$ cat src/rtl/ram_responder.sv
// -----------------------------------------------------------------------------
// ram_responder
// -----------------------------------------------------------------------------
// Memory-side responder for the CPU's unified instruction/data RAM.
// It accepts single-beat read/write requests, holds each one for a programmable
// number of wait states, and then completes it with a one-cycle ready pulse.
// The fetch/decode/execute sequencer gets a memory that can stall it, instead of
// an ideal zero-latency array.
//
// Timing: a request sampled on edge E0 is performed on edge E0 + WAIT_STATES + 1.
// ready (and err, when it applies) is high for the one cycle after that edge.
// busy is high from the accept edge until the access edge.
//
// Parameters
//   ADDR_W       address width in bits
//   DATA_W       data word width in bits
//   DEPTH        number of implemented words (must be <= 2**ADDR_W)
//   WAIT_STATES  extra cycles inserted before each access completes (0..15)
//
// Ports
//   clk        in   system clock, rising edge active
//   rst        in   asynchronous, active-high reset
//   req        in   access request, sampled while idle or completing
//   readwrite  in   1 = write, 0 = read (sampled with req)
//   addr       in   word address (sampled with req)
//   wdata      in   write data (sampled with req)
//   rdata      out  read data, updated only when a read completes
//   ready      out  one-cycle completion pulse
//   err        out  one-cycle pulse with ready when addr >= DEPTH
//   busy       out  high while a request is latched and not yet completed
// -----------------------------------------------------------------------------
module ram_responder #(
    parameter int ADDR_W      = 8,
    parameter int DATA_W      = 8,
    parameter int DEPTH       = 256,
    parameter int WAIT_STATES = 1
) (
    input  logic              clk,
    input  logic              rst,
    input  logic              req,
    input  logic              readwrite,
    input  logic [ADDR_W-1:0] addr,
    input  logic [DATA_W-1:0] wdata,
    output logic [DATA_W-1:0] rdata,
    output logic              ready,
    output logic              err,
    output logic              busy
);

    // Width of the physical word index into the array.
    localparam int IDX_W = (DEPTH > 1) ? $clog2(DEPTH) : 1;

    // DEPTH can equal 2**ADDR_W, so the limit needs one extra bit.
    localparam logic [ADDR_W:0] DEPTH_LIM = (ADDR_W + 1)'(DEPTH);

    // Value loaded into the wait counter on every accept.
    localparam logic [3:0] WAIT_LOAD = 4'(WAIT_STATES);

    typedef enum logic [1:0] {
        S_IDLE = 2'd0,
        S_WAIT = 2'd1,
        S_DONE = 2'd2
    } state_t;

    // -------------------------------------------------------------------------
    // State and latched request
    // -------------------------------------------------------------------------
    state_t            r_state;
    logic [3:0]        r_cnt;
    logic [ADDR_W-1:0] r_addr;
    logic [DATA_W-1:0] r_wdata;
    logic              r_we;
    logic              r_err;
    logic [DATA_W-1:0] r_rdata;
    logic [DATA_W-1:0] r_mem [DEPTH];

    state_t            w_state_next;
    logic [3:0]        w_cnt_next;
    logic              w_accept;
    logic              w_access;
    logic              w_ready;
    logic              w_busy;
    logic              w_in_range;
    logic              w_mem_we;
    logic [IDX_W-1:0]  w_idx;

    // -------------------------------------------------------------------------
    // Address decode for the latched request
    // -------------------------------------------------------------------------
    assign w_in_range = ({1'b0, r_addr} < DEPTH_LIM);
    assign w_idx      = r_addr[IDX_W-1:0];

    // Out-of-range writes are dropped so they never alias onto a real word.
    assign w_mem_we   = w_access & r_we & w_in_range;

    // -------------------------------------------------------------------------
    // Next-state and output logic
    // -------------------------------------------------------------------------
    // NOTE: every signal driven here gets a default before the case statement;
    // a path that leaves one unassigned would infer a latch.
    always_comb begin
        w_state_next = r_state;
        w_cnt_next   = r_cnt;
        w_accept     = 1'b0;
        w_access     = 1'b0;
        w_ready      = (r_state == S_DONE);
        w_busy       = (r_state == S_WAIT);

        case (r_state)
            // Completing a request also accepts the next one, so a held req
            // runs accesses back to back without passing through IDLE.
            S_IDLE, S_DONE: begin
                if (req) begin
                    w_accept     = 1'b1;
                    w_state_next = S_WAIT;
                    w_cnt_next   = WAIT_LOAD;
                end else begin
                    w_state_next = S_IDLE;
                end
            end

            // The counter runs down the programmed wait states. The edge after
            // it reaches zero performs the access, which gives the one cycle
            // of latency beyond WAIT_STATES. req is ignored here.
            S_WAIT: begin
                if (r_cnt == 4'd0) begin
                    w_access     = 1'b1;
                    w_state_next = S_DONE;
                end else begin
                    w_cnt_next   = r_cnt - 4'd1;
                end
            end

            default: begin
                w_state_next = S_IDLE;
                w_cnt_next   = 4'd0;
            end
        endcase
    end

    // -------------------------------------------------------------------------
    // State register
    // -------------------------------------------------------------------------
    // NOTE: sequential state uses non-blocking assignments so every register
    // samples the pre-edge values, whatever order the statements appear in.
    always_ff @(posedge clk or posedge rst) begin
        if (rst) begin
            r_state <= S_IDLE;
            r_cnt   <= 4'd0;
        end else begin
            r_state <= w_state_next;
            r_cnt   <= w_cnt_next;
        end
    end

    // -------------------------------------------------------------------------
    // Request latch, completion flags and read data register
    // -------------------------------------------------------------------------
    always_ff @(posedge clk or posedge rst) begin
        if (rst) begin
            r_addr  <= '0;
            r_wdata <= '0;
            r_we    <= 1'b0;
            r_err   <= 1'b0;
            r_rdata <= '0;
        end else begin
            // Inputs are captured only on the accept edge, so activity on the
            // bus while busy cannot disturb the pending access.
            if (w_accept) begin
                r_addr  <= addr;
                r_wdata <= wdata;
                r_we    <= readwrite;
            end

            // err is high only for the cycle after the access edge, matching ready.
            r_err <= w_access & ~w_in_range;

            // rdata changes only when a read completes; writes leave it alone.
            if (w_access && !r_we) begin
                r_rdata <= w_in_range ? r_mem[w_idx] : '0;
            end
        end
    end

    // -------------------------------------------------------------------------
    // Storage array: synchronous write, read through the r_rdata register
    // -------------------------------------------------------------------------
    // NOTE: the array has no reset; its contents survive rst, and leaving the
    // reset off lets the array map onto block RAM.
    always_ff @(posedge clk) begin
        if (w_mem_we) begin
            r_mem[w_idx] <= r_wdata;
        end
    end

    // -------------------------------------------------------------------------
    // Outputs
    // -------------------------------------------------------------------------
    assign rdata = r_rdata;
    assign ready = w_ready;
    assign err   = r_err;
    assign busy  = w_busy;

endmodule

$ cat config.mk
export PLATFORM = sky130hd
export DESIGN_NAME = ram_responder
export DESIGN_NICKNAME = d
export VERILOG_FILES = /design/src/rtl/ram_responder.sv
export SDC_FILE = /design/constraint.sdc
export NUM_CORES = 2
export LEC_CHECK = 0
export CELL_PAD_IN_SITES_DETAIL_PLACEMENT = 0
export CELL_PAD_IN_SITES_GLOBAL_PLACEMENT = 1
export CORE_MARGIN = 3
export CORE_UTILIZATION = 56
export DETAILED_ROUTE_END_ITERATION = 10
export PLACE_DENSITY_LB_ADDON = 0.1
export SETUP_SLACK_MARGIN = 0.02
export SYNTH_ARGS = -nofsm -noshare
export SYNTH_HDL_FRONTEND = slang
export SYNTH_SLANG_ARGS = --single-unit
$ cat constraint.sdc
create_clock -name clk -period 4.8 [get_ports clk]
set_input_delay 0.72 -clock clk [delete_from_list [all_inputs] [get_ports clk]]
set_output_delay 0.72 -clock clk [all_outputs]
set_load 0.01 [all_outputs]
---- After elaboration in Yosys (flattened, before gate mapping) ----
Memory sizes are Yosys's and may differ from the RTL's. A register that Yosys moved wholly into a read port is not among the register bits.
Index checks and enable logic that the tools add are counted.
operators by class
  muxes and demuxes ....................... 12
  bitwise gates (word level) .............. 1
  add/sub/neg operators ................... 1
  reduce and logical (&&, ||, !) cells .... 6
  equality and inequality tests ........... 5
operator list
  cell                 number
  $mux 4               2
  $pmux 4 s2           1
  $mux 1               7
  $logic_not 4->1      1
  $ne 2x2->1 const B   2
  $pmux 2 s2           1
  $sub 4x1->4 const B  1
  $eq 2x1->1 const B   1
  $eq 2x2->1 const B   1
  $logic_not 2->1      1
  $mux 2               1
  $ne 2x1->1 const B   1
  $reduce_and 2->1     1
  $reduce_or 2->1      1
  $and 1x1->1          1
  $logic_and 1x1->1    1
  $logic_not 1->1      1
word-level totals
  input bits .............................. 20
  logic and storage cells ................. 31
  memories ................................ 1
  flip-flop bits (word level) ............. 23
  bits in writable memories ............... 2048
  output and inout bits ................... 11
memory list
  name   words  width  rd ports  clocked after Yosys merged registers in  write ports  line  text
  r_mem  256    8      1         1                                        1            75    logic [DATA_W-1:0] r_mem [DEPTH];

---- Logic depth before layout (Yosys ltp) ----
  depth in word-level cells ............... 6
  depth in mapped cells ................... 13

---- Worst setup path before layout ----
Ideal clock, no wire load.
  path kind ............................... register to register
  start ................................... register r_wdata[0]
  end ..................................... memory r_mem[0][0] (data pin)
  cell stages (with the launch flop) ...... 1
  data required time ...................... 3.997 ns
  clock period less this slack ............ 3.982 ns
  path buffers ............................ 0
  setup slack ............................. 0.818 ns
  arrival ................................. 3.179 ns
  cell sequence ........................... dfrtp_1
RTL lines
  element                 line  text
  from (decl)             71    logic [DATA_W-1:0] r_wdata;
  from (signal assigned)  171   r_wdata <= wdata;
  to (decl)               75
Straight into the memory's write port.

==> impl_results.md <==
- Layout Cells excl Fill: 6160
- Vias: 41100
- Root Buffer: clkbuf_16
- WS Path Type: reg -> reg
- Global-route wire length before repair: 311 mm
- Period utilization: 81.2%
- Postcts setup bufs: 0
- Core area: 142000 um^2
- Unrepaired setup endpoints after global routing: no
- DRC: 0
- TNS Setup: 0 ps
- Syn Nets: 3882
- Num ports: 31
- Clock transition at path regs: 60 ps
- Worst slew pin tran: 1410 ps
- Drt wl/cell: 35.3 um
- Synthesized area: 80700 um^2
- Crit-path slowest cell: and2_2
- Post-synth top area share: 76.2%
- Peak VDD IR: 1.69 mV
- Crit path capture type: register
- Crit-path max cell delay: 730 ps
- NumNets Final: 4114
- Inst Count DP: 5778
- # fillers: 9537
- Register Area: 62300 um^2
- Synth area leaders: edfxtp_1 76%, mux4_2 13%, mux2i_1 2.2%
- Post-synth ARST share: 1.49%
- Final Hold Fails: 0
- Crit path max-delay family: simple AND/OR/NAND/NOR gates
- Die Wd: 386 um
- Clock share of power: 28.2%
- Fraction of final layout cells with drive strength greater than 1: 24.6%
- Port-buffer cells: 29
- Yosys reg bits: 2079
- Commonest cells in the netlist: 2048 x edfxtp_1, 468 x mux4_2, 291 x nor2_1, 175 x mux2i_1, 129 x nand2_1
- Most used DFF post-synth: edfxtp_1
- Gr ovfl total: 0
- Comb power frac: 29.8%
- P_leak: 28.8 nW
- Router iterations before antenna repair: 6
- Slew headroom: 6.12%
- Die H: 386 um
- Maximum clock path buffer count: 3
- Hold WS: 336 ps
- Crit path launch type: register
- Max cap viols: 0
- Initial Util: 56.7%
- Net Switching: 19.0 mW
- TritonCTS Buffers: 203
- CTS Hold Bufs: 0
- Slew Viols, Final: 0
- Total GRT Usage: 29.8%
- Post-CTS sizing: 0
- Die area: 149000 um^2
- Clock Skew: 43.6 ps
- Final worst slack: 904 ps
- FP Rows: 138
- Worst path cell trace: buf_12 -> and2_2 -> buf_4 -> a22oi_1 -> a22oi_1 -> a21oi_1 -> nor2_1 -> o21ai_1 -> o32a_1
- Largest area contributor in the netlist: edfxtp_1
- Sequential area share after synthesis: 77.2%
- DP HPWL: 133 mm
- CTS tree: done
- Yosys warnings: 0
- Post-synthesis average cell area: 20.9 um^2
- Dpl ws: 934 ps
- P_int: 38.1 mW
- Sink Count: 2079
- Initial antenna violation count: 3
- Via density: 6.67
- Largest net degree at the start of global routing: 258
- Worst path bufs/invs: 2
- Most frequent cell after synthesis: edfxtp_1
- EDFF count, synth: 2048
- Vias in the first global route: 41200
- Sequential Power Share: 42.0%
- Outcome: finished clean
- Sw Share: 33.3%
- Tightest Hold Check Type: in -> async
- Max Fanout on Critical Path: 36
- Detailed-route wire length: 217 mm
- 1st-iter DRT viols: 5317
- Number of H-tree levels: 4
- Most used cell along the critical path: a22oi_1
- Required time worst endpoint: 5520 ps
- RePlAce Congestion: 0.892
- Setup Viol. Count Final: 0
- Synth unique cells: 63
- Area of the multi-input gates: 17200 um^2
- Area growth from synthesis to layout: 12.9%
- Fin crit period: 3900 ps
- Clk Latency, worst-skew pair: 840 ps
- Mapped Cells: 3861
- ANT nets after route: 0
- Fmax: 257 MHz
- Cell Pwr Density: 627 nW/um^2
- CP Data Arrival Time: 4610 ps
## path summary, 6_finish.rpt
| kind | to | cells after the start | startpoint | slack [ps] |
|---|---|---|---|---|
| hold / removal | r_addr[3] | 3 | rst | 340 |
| setup / recovery | rdata[5] | 9 | r_addr[0] | 900 |
| max in group asynchronous | r_addr[0] | 3 | rst | 4010 |
| min in group clk | r_wdata[2] | 2 | wdata[2] | 510 |
| setup reg to reg | rdata[5] | 9 | r_addr[0] | 900 |
| hold reg to reg | r_cnt[3] | 1 | r_cnt[3] | 520 |
## sequential cells by signal, indices dropped and copies added, names as in the netlist
name     count
r_addr       8
r_cnt        4
r_mem     2048
r_state      2
r_wdata      8
r_we         1
rdata        8
## power by group through the flow
stage / registers (mW) / clock network (mW) / logic, mW
after detailed placement: 24.3 / 0 / 17.0
after global routing: 24.0 / 17.1 / 17.8
after floorplan: 25.2 / 0 / 9.38
final: 24.0 / 16.1 / 17.0
after CTS: 23.9 / 16.3 / 17.1
after global placement: 24.3 / 0 / 16.8
## final cells by class
type,count,area share [%]
diodes,2,0.00549
clock buffers,246,5.81
clock inverters,134,1.64
inverters,7,0.0316
multi-input cells,1540,18.9
flip-flops and latches,2079,68.4
well taps,1890,2.60
repair buffers,262,2.62
## worst register-to-register path, delay by kind of cell, from the launching register on
kind | cells | cell delay, ps
buf+inv | 2 | 700
flops | 1 | 670
compound gates | 5 | 1120
simple gates | 2 | 1290
## kinds of logic after synthesis
kind of cell	after synthesis	share of synthesized area [%]
adders and majority gates	1	0.0155
DFF	2079	77.2
muxes	667	15.6
AOI/OAI and AO/OA	297	2.62
other	1	0.00465
buffers and inverters	242	1.57
and+or+nand+nor	574	3.06
## routing by layer
metal / part of all wire, % / global-route usage (%) / routed length, um / vias to the layer above
li1: - / - / - / 16500
met1: 39 / 42.9 / 85500 / 21900
met2: 47 / 45.2 / 101000 / 2225
met3: 9.9 / 6.94 / 21400 / 424
met4: 4.2 / 11.3 / 9060 / 0
met5: 0 / 0 / 0 / -
## placed cells by master, fill, tap and decap left out, drive strengths merged, types with 61 or more instances in the layout
cell	netlist	routed
edfxtp	2048	2048
clkbuf	90	246
buf	145	233
nand3	61	61
nand2	129	129
a22oi	86	86
mux2i	175	175
nor2	291	291
clkinv	0	95
mux4	468	468
## through the flow
step / power [mW] / instance area (um^2) / utilization, %
after floorplan: 34.6 / 80700 / -
after global placement: 41.0 / 84300 / 59.3
after detailed placement: 41.3 / 84300 / 59.3
after CTS: 57.3 / 91100 / 64.0
after global routing: 58.9 / 91100 / 64.0
final: 57.2 / 91100 / 64.0
No activity file was read; power rests on OpenSTA's default activity.
